$ cat src/rtl/bit_index_enum.sv
// bit_index_enum: streams the index of every set bit of an accepted word, lowest first, with a per-word ordinal, a last flag and a single marker beat for all-zero words.
module bit_index_enum #(
   parameter int DATA_W = 32,
   parameter int IDX_W  = 5,
   parameter int CNT_W  = 6
) (
   input  logic              clk,
   input  logic              rst,
   input  logic              in_valid,
   output logic              in_ready,
   input  logic [DATA_W-1:0] in_data,
   output logic              out_valid,
   input  logic              out_ready,
   output logic [IDX_W-1:0]  out_index,
   output logic [CNT_W-1:0]  out_seq,
   output logic              out_last,
   output logic              out_zero
);
   localparam logic IDLE = 1'b0;
   localparam logic EMIT = 1'b1;

   logic              state;
   logic [DATA_W-1:0] mask;
   logic [DATA_W-1:0] rest;
   logic [IDX_W-1:0]  lsb;
   logic              in_fire;
   logic              out_fire;

   // rest is the mask with its lowest set bit cleared; zero means this beat is the last
   assign rest = mask & (mask - DATA_W'(1));

   always_comb begin
      lsb = '0;
      for (int i = DATA_W - 1; i >= 0; i--)
         if (mask[i]) lsb = IDX_W'(i);
   end

   assign out_valid = state == EMIT;
   assign out_index = lsb;
   assign out_last  = out_valid & ~|rest;
   assign out_zero  = out_valid & ~|mask;
   assign in_ready  = (state == IDLE) | (out_ready & out_last);
   assign in_fire   = in_valid & in_ready;
   assign out_fire  = out_valid & out_ready;

   always_ff @(posedge clk or posedge rst) begin
      if (rst) begin
         state   <= IDLE;
         mask    <= '0;
         out_seq <= '0;
      end else if (out_fire && !out_last) begin
         mask    <= rest;
         out_seq <= out_seq + CNT_W'(1);
      end else if (in_fire) begin
         state   <= EMIT;
         mask    <= in_data;
         out_seq <= '0;
      end else if (out_fire) begin
         state   <= IDLE;
         mask    <= '0;
         out_seq <= '0;
      end
   end
endmodule
$ cat config.mk
export PLATFORM = sky130hd
export DESIGN_NAME = bit_index_enum
export DESIGN_NICKNAME = d
export VERILOG_FILES = /design/src/rtl/bit_index_enum.sv
export SDC_FILE = /design/constraint.sdc
export NUM_CORES = 1
export LEC_CHECK = 0
export ABC_AREA = 1
export BUFFER_PORTS_ARGS = -buffer_cell sky130_fd_sc_hd__buf_4
export CORE_ASPECT_RATIO = 1.5
export CORE_UTILIZATION = 45
export CTS_CLUSTER_DIAMETER = 50
export DETAILED_ROUTE_END_ITERATION = 10
export PLACE_DENSITY = 0.67
export SYNTH_ARGS = -nofsm -noshare
export SYNTH_HDL_FRONTEND = slang
export SYNTH_SLANG_ARGS = --single-unit
$ cat constraint.sdc
create_clock -name clk -period 3.5 [get_ports clk]
set_input_delay 0.875 -clock clk [delete_from_list [all_inputs] [get_ports clk]]
set_output_delay 0.875 -clock clk [all_outputs]
set_load 0.02 [all_outputs]
==> metrics.md, run 1 <==
| Metric | Value |
|---|---|
| Setup CP Type | `flop to output pin` |
| Final min period | `3435 ps` |
| CTS sink cnt | `39` |
| Crit path cell chain | `nor2_4, nand2_2, nor2_8, nand2_4, nor2_4, nand2_2, nor2_4, nand4_1, nand2_1, nand4_1, nor4_2, nand4_1, inv_2, nand2_1, nand2_2, buf_4` |
| Most used DFF post-synth | `dfrtp_1` |
| Crit path max fanout | `6` |
| Share of cells above drive strength 1 | `23.80%` |
| Total GRT Usage | `22.62%` |
| Die width | `64.23 um` |
| Hpwl dp | `approximately 4.6 mm` |
| Initial antenna violation count | `0` |
| Longest Clk Path Bufs | `2` |
| Syn_nets | `approximately 400` |
| Router iterations before antenna repair | `4` |
| Design area | `3278 sq um` |
| Top-count cell post-synth | `nand2_1` |
| Leak | `1.630 nW` |
| Final clock skew | `5.607 ps` |
| HP Class | `flop to flop` |
| Cell count of the worst reg-to-reg path | `18` |
| Reg clk slew, reported paths | `80 ps` |
| Starting Density | `47.24%` |
| Pwr Density | `roughly 1000 nW/um^2` |
| Ant diodes | `0` |
| Vias in the first global route | `around 2500` |
| Tightest Pin Transition | `509.9 ps` |
| Post-Synthesis Cells | `375` |
| Top cells by area, synth | `dfrtp_1 (37%), nand2_1 (16%), nand3_1 (9.4%)` |
| Layout area overhead | `25.42%` |
| Residual DRC | `0` |
| Yosys reg bits | `39` |
| Netlist Area Pre-Place | `approximately 2600 sq um` |
| Post-synth ARST share | `100.0%` |
| Max stage delay cell, worst path | `dfrtp_1` |
| Via-to-Cell Ratio | `5.207` |
| Post-route antenna net violation count | `0` |
| Avg Cell Area, Syn | `6.970 sq um` |
| Critical Path RT | `about 2600 ps` |
| Area after DPL | `3047 sq um` |
| GP Congestion | `0.9152` |
| # hold bufs at CTS | `0` |
| Final setup fails | `0` |
| Vias | `2640` |
| Worst-Skew Late Latency | `290 ps` |
| Top cell type's share of synthesized area | `37.34%` |
| Sequential element share of the synthesized area | `37.34%` |
| Slew HR | `66.01%` |
| Crit end category | `output pin` |
| Iteration-0 DRC Markers | `138` |
| Tcrit/Tclk final | `98.15%` |
| RSZ-0062 raised after global routing | `true` |
| Wire length per cell | `12.57 um` |
| CTS root buffer | `clkbuf_8` |
| Number of synthesized flops with an enable pin | `0` |
| Final Max Tran Viols | `0` |
| Largest stage delay, worst path | `430 ps` |
| Yosys Warn Count | `0` |
| Synth cell types | `36` |
| Rows | `33` |
| Core area | `5533 sq um` |
| Fmax | `0.2911 GHz` |
| Count of max-cap constraint violations | `0` |
| Chip height | `95.34 um` |
| # port buffers | `50` |
| Total wire length | `6.374 mm` |
| Filler cells | `573` |
| Global route overflow | `0` |
| Largest net degree at the start of global routing | `40` |
| Top cell type by total area after synthesis | `dfrtp_1` |
| Final Core Density | `59.25%` |
| First-pass GRT wire length | `about 11 mm` |
| Setup crit start kind | `flop` |
| Hold Path Depth | `1` |
| Io pins | `between 50 and 60` |
| H-tree levels | `2` |
| Nets | `473` |
| Status | `finished clean` |
| Max VDD drop | `about 0.0010 V` |
| Die ar. | `6123 sq um` |
| Arrival @ worst endpoint | `2560 ps` |
| Hold Fails Final Rpt | `0` |
| CTS tree | `yes` |
| CTS Buf Count | `5` |
| Synth cell count leaders | `nand2_1 (111), nand3_1 (49), inv_1 (44)` |
==> what timing repair did <==
item,CTS,global route
setup endpoints to repair,1,3
resized for setup,9,7
setup buffers,7,5
pin swaps,5,3
==> power breakdown <==
part | total, mW | switching, mW | internal [mW]
clock | 0.294 | 0.154 | 0.140
combinational | 2.32 | 1.39 | 0.930
sequential | 0.809 | 0.188 | 0.621
total | 3.42 | 1.73 | 1.69
==> final cells by class <==
| class | instances | area [sq um] | area share, % |
|---|---|---|---|
| well taps | 70 | 87.58 | 2.672 |
| clock inverters | 1 | 5.005 | 0.1527 |
| repair buffers | 68 | 523.0 | 15.95 |
| clock buffers | 7 | 76.32 | 2.328 |
| multi-input cells | 274 | 1429 | 43.59 |
| flip-flops and latches | 39 | 977.2 | 29.81 |
| inverters | 48 | 180.2 | 5.496 |
==> state kept, by name, summed over array words and instances, names as in the netlist <==
name and count:
out_valid 1, out_seq 6, mask 32
==> metrics by stage <==
stage          power [mW]  TNS (ps)  hold slack (ps)  worst slack (ps)  cells
3_3_place_gp        2.894         0            518.1             246.1    487
6_report            3.425         0            552.7             64.81    507
5_1_grt             3.747    -365.4            579.2            -178.8    507
3_5_place_dp        2.911         0            525.5             192.3    487
4_1_cts             3.338         0            553.0             9.220    502
2_1_floorplan       2.326         0            500.3             474.2    375
==> logic make-up (layout without fill, tap and decap cells) <==
logic type | count (synthesis) | count (layout) | share of synthesized area (%)
simple gates | 215 | 215 | 37.43
buf+inv | 62 | 124 | 10.24
compound gates | 54 | 54 | 13.16
flops | 39 | 39 | 37.34
xor+xnor | 4 | 4 | 1.341
fa+ha+maj | 1 | 1 | 0.4786
==> worst max-delay path, delay by kind of cell, from the launching register on <==
kind | cells | cell delay (ps)
AND/OR/NAND/NOR | 14 | 1610
flip-flops | 1 | 430
buffers and inverters | 2 | 230
==> final timing paths <==
kind	from	end	slack (ps)
worst max-delay path	mask[5]$_DFFE_PP0P_	in_ready	60
max in group asynchronous	rst	mask[6]$_DFFE_PP0P_	2420
min in group asynchronous	rst	mask[1]$_DFFE_PP0P_	700
worst max register to register	mask[5]$_DFFE_PP0P_	out_seq[1]$_DFFE_PP0P_	700
worst min-delay path	out_seq[0]$_DFFE_PP0P_	out_seq[0]$_DFFE_PP0P_	550
worst min register to register	out_seq[0]$_DFFE_PP0P_	out_seq[0]$_DFFE_PP0P_	550
==> layout by cell type (no fill, tap or decap), types with 2 or more instances in the layout <==
cell type	Yosys	layout
nand2_1	111	109
o21ai_1	5	5
xor2_1	3	3
buf_4	3	67
dfrtp_1	39	38
nand3_1	49	49
clkbuf_1	3	2
inv_1	44	44
clkbuf_8	0	5
nand4_1	7	7
nor2_1	28	24
inv_2	4	4
o211ai_1	18	18
a21oi_1	9	8
nand2_2	5	6
nor2_4	2	7
o21ai_0	10	10
o311ai_1	2	2
nor2_2	4	3
a31oi_1	5	5
nor3_2	1	2
nand2_4	1	2
==> per-layer routing <==
layer	global-route usage (%)	up-vias	part of all wire [%]
met5	0	-	0
met4	10.93	0	2.5
met3	2.990	16	3.5
met2	40.43	62	51
met1	26.50	1210	43
li1	-	1352	-
Power figures use the tool's default switching activity.
==> run 2, diff against run 1 <==
--- a/config.mk
+++ b/config.mk
@@ -12,6 +12,7 @@
 export CTS_CLUSTER_DIAMETER = 50
 export DETAILED_ROUTE_END_ITERATION = 10
 export PLACE_DENSITY = 0.67
+export SETUP_SLACK_MARGIN = 0.1
 export SYNTH_ARGS = -nofsm -noshare
 export SYNTH_HDL_FRONTEND = slang
 export SYNTH_SLANG_ARGS = --single-unit
==> run 2 against run 1 <==
  * Flip-flop and latch count did not move
  * Cell count rose by 0.99%
  * Via count up 1.5%
  * Sequential share of layout area shrank 0.32 points
  * Critical endpoint unchanged
  * Largest power group unchanged
==> metrics.md, run 2 (synthesized netlist as in run 1, its figures left out) <==
| Metric | Value |
|---|---|
| Hpwl dp | `4.555 mm` |
| Met1 global-route usage | `~27%` |
| Crit path max fanout | `6` |
| Total placed cells including tap cells | `487` |
| Total GRT Usage | `23.00%` |
| Ant diodes | `0` |
| Die ar. | `just over 6000 sq um` |
| Nets | `478` |
| CTS Buf Count | `5` |
| Critical Path RT | `roughly 2600 ps` |
| Tightest Pin Transition | `512.4 ps` |
| Max reg flops | `32` |
| Status | `finished clean` |
| Wire length per cell | `between 10 and 15 um` |
| Area after DPL | `~3000 sq um` |
| Tcrit/Tclk final | `approximately 99%` |
| Post-Route Setup TNS | `0 ps` |
| Hold Fails Final Rpt | `0` |
| Via-to-Cell Ratio | `approximately 5.2` |
| GP Congestion | `0.9152` |
| Design area | `3309 sq um` |
| Total wire length | `6.451 mm` |
| Crit end category | `output pin` |
| Layout area overhead | `26.62%` |
| Leak | `1.656 nW` |
| Final Max Tran Viols | `0` |
| Final Core Density | `59.81%` |
| Arrival @ worst endpoint | `2570 ps` |
| Max stage delay cell, worst path | `dfrtp_1` |
| Final clock skew | `5.934 ps` |
| Setup crit start kind | `flop` |
| Initial antenna violation count | `0` |
| RSZ-0062 raised after global routing | `true` |
| Vias | `2680` |
| Worst-Skew Late Latency | `290 ps` |
| Iteration-0 DRC Markers | `131` |
| CTS root buffer | `clkbuf_8` |
| CP most frequent cell | `nor2_4` |
| Count of max-cap constraint violations | `0` |
| Core area | `5533 sq um` |
| CTS tree | `yes` |
| Vias in the first global route | `2553` |
| Largest stage delay, worst path | `410 ps` |
| Io pins | `51` |
| CTS sink cnt | `39` |
| First-pass GRT wire length | `between 10 and 15 mm` |
| Longest Clk Path Bufs | `2` |
| Final setup fails | `0` |
| Setup WS pre-CTS | `around 190 ps` |
| M2 GR Usage | `41.31%` |
| Rows | `33` |
| Final min period | `between 3000 and 4000 ps` |
| Share of cells above drive strength 1 | `24.43%` |
| Router iterations before antenna repair | `4` |
| Pwr Density | `1046 nW/um^2` |
| Final std cells w/o fill | `512` |
| Residual DRC | `0` |
| Reg clk slew, reported paths | `80 ps` |
| Grt peak-use layer | `met2` |
| Slew HR | `around two thirds` |
| Chip height | `around 95 um` |
| Max VDD drop | `0.001129 V` |
| Starting Density | `47.24%` |
| Largest net degree at the start of global routing | `40` |
| Cell family with most CP delay | `simple AND/OR/NAND/NOR gates` |
| Filler cells | `570` |
| Crit path cell chain | `nor2_4, nand2_2, nor2_4, nand2_4, nor2_4, nand2_2, nor2_4, nand4_1, nand2_1, nand4_1, nor4_2, nand4_1, inv_2, nand2_1, nand2_2, buf_4` |
| Final worst setup slack | `51.04 ps` |
| Fmax | `just under 0.3 GHz` |
| # port buffers | `50` |
| Post-route antenna net violation count | `0` |
| Die width | `64.23 um` |
| HP Class | `flop to flop` |
| CP bufs+invs | `2` |
| Top reg by flops | `mask` |
| GR Util met3 | `2.990%` |
| Setup CP Type | `flop to output pin` |
| Commonest non-fill, non-tap cells in the layout | `nand2_1 (109), buf_4 (72), nand3_1 (49)` |
| Most common cell after layout, fill and taps aside | `nand2_1` |
| Global route overflow | `0` |
| H-tree levels | `2` |
-- run 2: final timing paths --
path                       slack (ps)              startpoint                      to  depth (start not counted)
setup / recovery                   50     mask[8]$_DFFE_PP0P_                in_ready                         16
hold / removal                    550  out_seq[0]$_DFFE_PP0P_  out_seq[0]$_DFFE_PP0P_                          1
setup reg to reg                  690     mask[8]$_DFFE_PP0P_  out_seq[1]$_DFFE_PP0P_                         18
hold reg to reg                   550  out_seq[0]$_DFFE_PP0P_  out_seq[0]$_DFFE_PP0P_                          1
max in group asynchronous        2430                     rst    mask[21]$_DFFE_PP0P_                          3
min in group asynchronous         710                     rst     mask[1]$_DFFE_PP0P_                          3
-- run 2: per-layer routing --
layer  vias to the layer above  wire [um]
met5                         -          0
met3                        16        235
met4                         0        167
met1                      1237       2778
li1                       1359          -
met2                        68       3269
-- run 2: power breakdown --
| part | switching (mW) | internal, mW | total [mW] |
|---|---|---|---|
| clock | 0.154 | 0.140 | 0.294 |
| sequential | 0.180 | 0.621 | 0.801 |
| combinational | 1.41 | 0.958 | 2.37 |
-- run 2: what timing repair did --
action                     4_1_cts  5_1_grt
setup endpoints to repair        3        3
buffers inserted                14        3
resized for setup               11        3
hold buffers                     0        0
pin swaps                        6        2
-- run 2: metrics by stage --
stage | power (mW) | hold slack [ps]
3_3_place_gp | 2.894 | 518.1
6_report | 3.462 | 552.7
3_5_place_dp | 2.911 | 525.5
2_1_floorplan | 2.326 | 500.3
5_1_grt | 3.788 | 579.2
4_1_cts | 3.421 | 553.0
-- run 2: cell type report --
| cell class | count | area (sq um) | share of cell area, % |
|---|---|---|---|
| well taps | 70 | 87.58 | 2.647 |
| repair buffers | 73 | 560.5 | 16.94 |
| clock inverters | 1 | 5.005 | 0.1512 |
| inverters | 48 | 180.2 | 5.444 |
| flip-flops and latches | 39 | 975.9 | 29.49 |
| clock buffers | 7 | 76.32 | 2.306 |
| multi-input cells | 274 | 1424 | 43.02 |
-- run 2: worst reg2reg max path: stages, from the launching register on --
cell and delay, ps:
dfrtp_1 410, nor2_4 160, nand2_2 110, nor2_4 130, nand2_4 90, nor2_4 110
nand2_2 100, nor2_4 130, nand4_1 110, nand2_1 130, nand4_1 110, nor4_2 160
nand4_1 180, inv_2 90, nand2_1 60, nand2_2 80, nand2_2 80, buf_4 230
a32o_1 250
==> run 3, diff against run 2 <==
--- a/config.mk
+++ b/config.mk
@@ -11,6 +11,7 @@
 export CORE_UTILIZATION = 45
 export CTS_CLUSTER_DIAMETER = 50
 export DETAILED_ROUTE_END_ITERATION = 10
+export GPL_TIMING_DRIVEN = 0
 export PLACE_DENSITY = 0.67
 export SETUP_SLACK_MARGIN = 0.1
 export SYNTH_ARGS = -nofsm -noshare
==> run 3 against run 2 <==
  * Register-to-register slack worse by 670 ps
  * Fmax fell by 0.97%
  * Setup slack worse by 34 ps
  * Design area up 13%
  * Total power is 19% higher
  * Core utilization grew 7.5 points
  * Routed wire length increased by 25%
  * Count of clock-buffer cells in the layout increased by 1
  * Combinational power rose by 25%
  * Critical endpoint is now mask[31]$_DFFE_PP0P_
  * Highest routed layer unchanged
==> metrics.md, run 3 (synthesized netlist as in run 1, its figures left out) <==
| Metric | Value |
|---|---|
| Fmax | `0.2871 GHz` |
| Final std cells w/o fill | `559` |
| Reg clk slew, reported paths | `around 80 ps` |
| Chip height | `about 95 um` |
| Switch Pwr | `2.013 mW` |
| Ant diodes | `0` |
| Wire length per cell | `14.46 um` |
| Total placed cells including tap cells | `495` |
| Crit path max fanout | `4` |
| Hold Fails Final Rpt | `0` |
| Total wire length | `8.084 mm` |
| Commonest non-fill, non-tap cells in the layout | `buf_4 (106), nand2_1 (104), nand3_1 (49)` |
| Setup CP Type | `flop to flop` |
| Tcrit/Tclk final | `between 90% and 100%` |
| First-pass GRT wire length | `13.07 mm` |
| Uppermost layer routed | `met4` |
| Post-route antenna net violation count | `0` |
| Switching part of the total | `48.78%` |
| Final clock skew | `3.699 ps` |
| CP most frequent cell | `buf_4` |
| Total GRT Usage | `27.95%` |
| CTS tree | `yes` |
| Residual DRC | `0` |
| Arrival @ worst endpoint | `3700 ps` |
| Max reg flops | `32` |
| Starting Density | `47.24%` |
| Layout area overhead | `42.51%` |
| Metal3 WL | `about 360 um` |
| Final min period | `3483 ps` |
| RSZ-0062 raised after global routing | `true` |
| Largest net degree at the start of global routing | `40` |
| Slew HR | `42.32%` |
| Area after DPL | `3077 sq um` |
| Logic gate share of total power | `72.0%` |
| Most common cell after layout, fill and taps aside | `buf_4` |
| # hold bufs at CTS | `0` |
| Largest stage delay, worst path | `approximately 400 ps` |
| Via-to-Cell Ratio | `5.336` |
| Top reg by flops | `mask` |
| Die width | `64.23 um` |
| Reg power frac | `19.6%` |
| Longest Clk Path Bufs | `2` |
| Hpwl dp | `about 5.3 mm` |
| Iteration-0 DRC Markers | `174` |
| Initial antenna violation count | `0` |
| Crit end category | `flop` |
| Global route overflow | `0` |
| Tightest Pin Transition | `864.0 ps` |
| Final Max Tran Viols | `0` |
| Core area | `approximately 5500 sq um` |
| Max VDD drop | `0.0007105 V` |
| # port buffers | `50` |
| Status | `finished clean` |
| Critical Path RT | `3720 ps` |
| CTS sink cnt | `39` |
| Routed wl met2 | `4.218 mm` |
| Router iterations before antenna repair | `4` |
| Die ar. | `6123 sq um` |
| Pwr Density | `1108 nW/um^2` |
| Io pins | `51` |
| Worst-Skew Late Latency | `just under 300 ps` |
| Setup crit start kind | `flop` |
| CTS Buf Count | `5` |
| Met1 WL | `3.169 mm` |
| Count of max-cap constraint violations | `0` |
| Max stage delay cell, worst path | `dfrtp_1` |
| Vias in the first global route | `2923` |
| Rows | `33` |
| H-tree levels | `2` |
| Clk pwr share | `around 8.4%` |
| CTS root buffer | `clkbuf_8` |
| HP Class | `flop to flop` |
| Design area | `between 3000 and 4000 sq um` |
| Nets | `around 530` |
| Final setup fails | `0` |
| Internal Pwr Total | `between 2 and 2.5 mW` |
| Share of cells above drive strength 1 | `32.92%` |
| Vias | `around 3000` |
| GP Congestion | `0.9588` |
| Leak | `1.874 nW` |
run 3: changes by cell type in the layout (fill, tap and decap cells not counted), sizes merged:
cell and change:
buf +44, clkbuf +4, clkinv -1
run 3: critical path, delay by kind of cell, from the launching register on:
| kind | cells | cell delay, ps |
|---|---|---|
| buffers and inverters | 19 | 2240 |
| AOI/OAI and AO/OA | 1 | 140 |
| DFF | 1 | 410 |
| and+or+nand+nor | 10 | 600 |
run 3: path summary, 6_finish.rpt:
check                                      from              endpoint  slack, ps  depth (start not counted)
setup / recovery           mask[15]$_DFFE_PP0P_  mask[31]$_DFFE_PP0P_         20                         30
hold / removal             mask[25]$_DFFE_PP0P_  mask[25]$_DFFE_PP0P_        560                          2
setup reg to reg           mask[15]$_DFFE_PP0P_  mask[31]$_DFFE_PP0P_         20                         30
hold reg to reg            mask[25]$_DFFE_PP0P_  mask[25]$_DFFE_PP0P_        560                          2
max in group asynchronous                   rst  mask[30]$_DFFE_PP0P_       2150                          2
min in group asynchronous                   rst   mask[0]$_DFFE_PP0P_        760                          2
run 3: per-stage QoR:
stage	setup WS [ps]	setup TNS [ps]	utilization (%)	total power, mW	hold WS (ps)
finish	17.11	0	67.32	4.126	556.9
global route	-189.6	-509.2	67.32	4.418	595.0
CTS	-8.226	-8.226	65.08	3.845	553.5
detailed placement	112.6	0	55.61	2.952	520.8
global placement	91.43	0	55.61	2.933	517.5
floorplan	474.2	0	-	2.326	500.3
run 3: power by group through the flow:
stage	Combinational (mW)	Sequential, mW	Clock [mW]
finish	2.97	0.809	0.345
floorplan	1.52	0.806	0
CTS	2.69	0.799	0.355
global route	3.22	0.831	0.369
detailed placement	2.14	0.810	0
global placement	2.13	0.806	0
run 3: layout make-up:
| type | instances | area [sq um] |
|---|---|---|
| plain buffers | 14 | 87.58 |
| clock buffers | 8 | 100.1 |
| fillers | 496 | 1808 |
| inverters | 48 | 180.2 |
| multi-input cells | 274 | 1483 |
| flip-flops and latches | 39 | 979.7 |
| well taps | 70 | 87.58 |
| repair buffers | 106 | 807.0 |
run 3: timing repair:
| action | in CTS | in global routing |
|---|---|---|
| endpoints found under the setup margin | 3 | 4 |
| cloned | 0 | 0 |
| setup buffers | 45 | 11 |
| gates resized for setup | 24 | 12 |
| hold endpoints to repair | 0 | 0 |
| pin swaps | 18 | 19 |
run 3: layer usage:
layer,vias to the layer above,GRT usage [%]
met4,0,15.74
li1,1459,-
met5,-,0
met1,1394,30.60
met2,100,51.60
met3,30,3.469
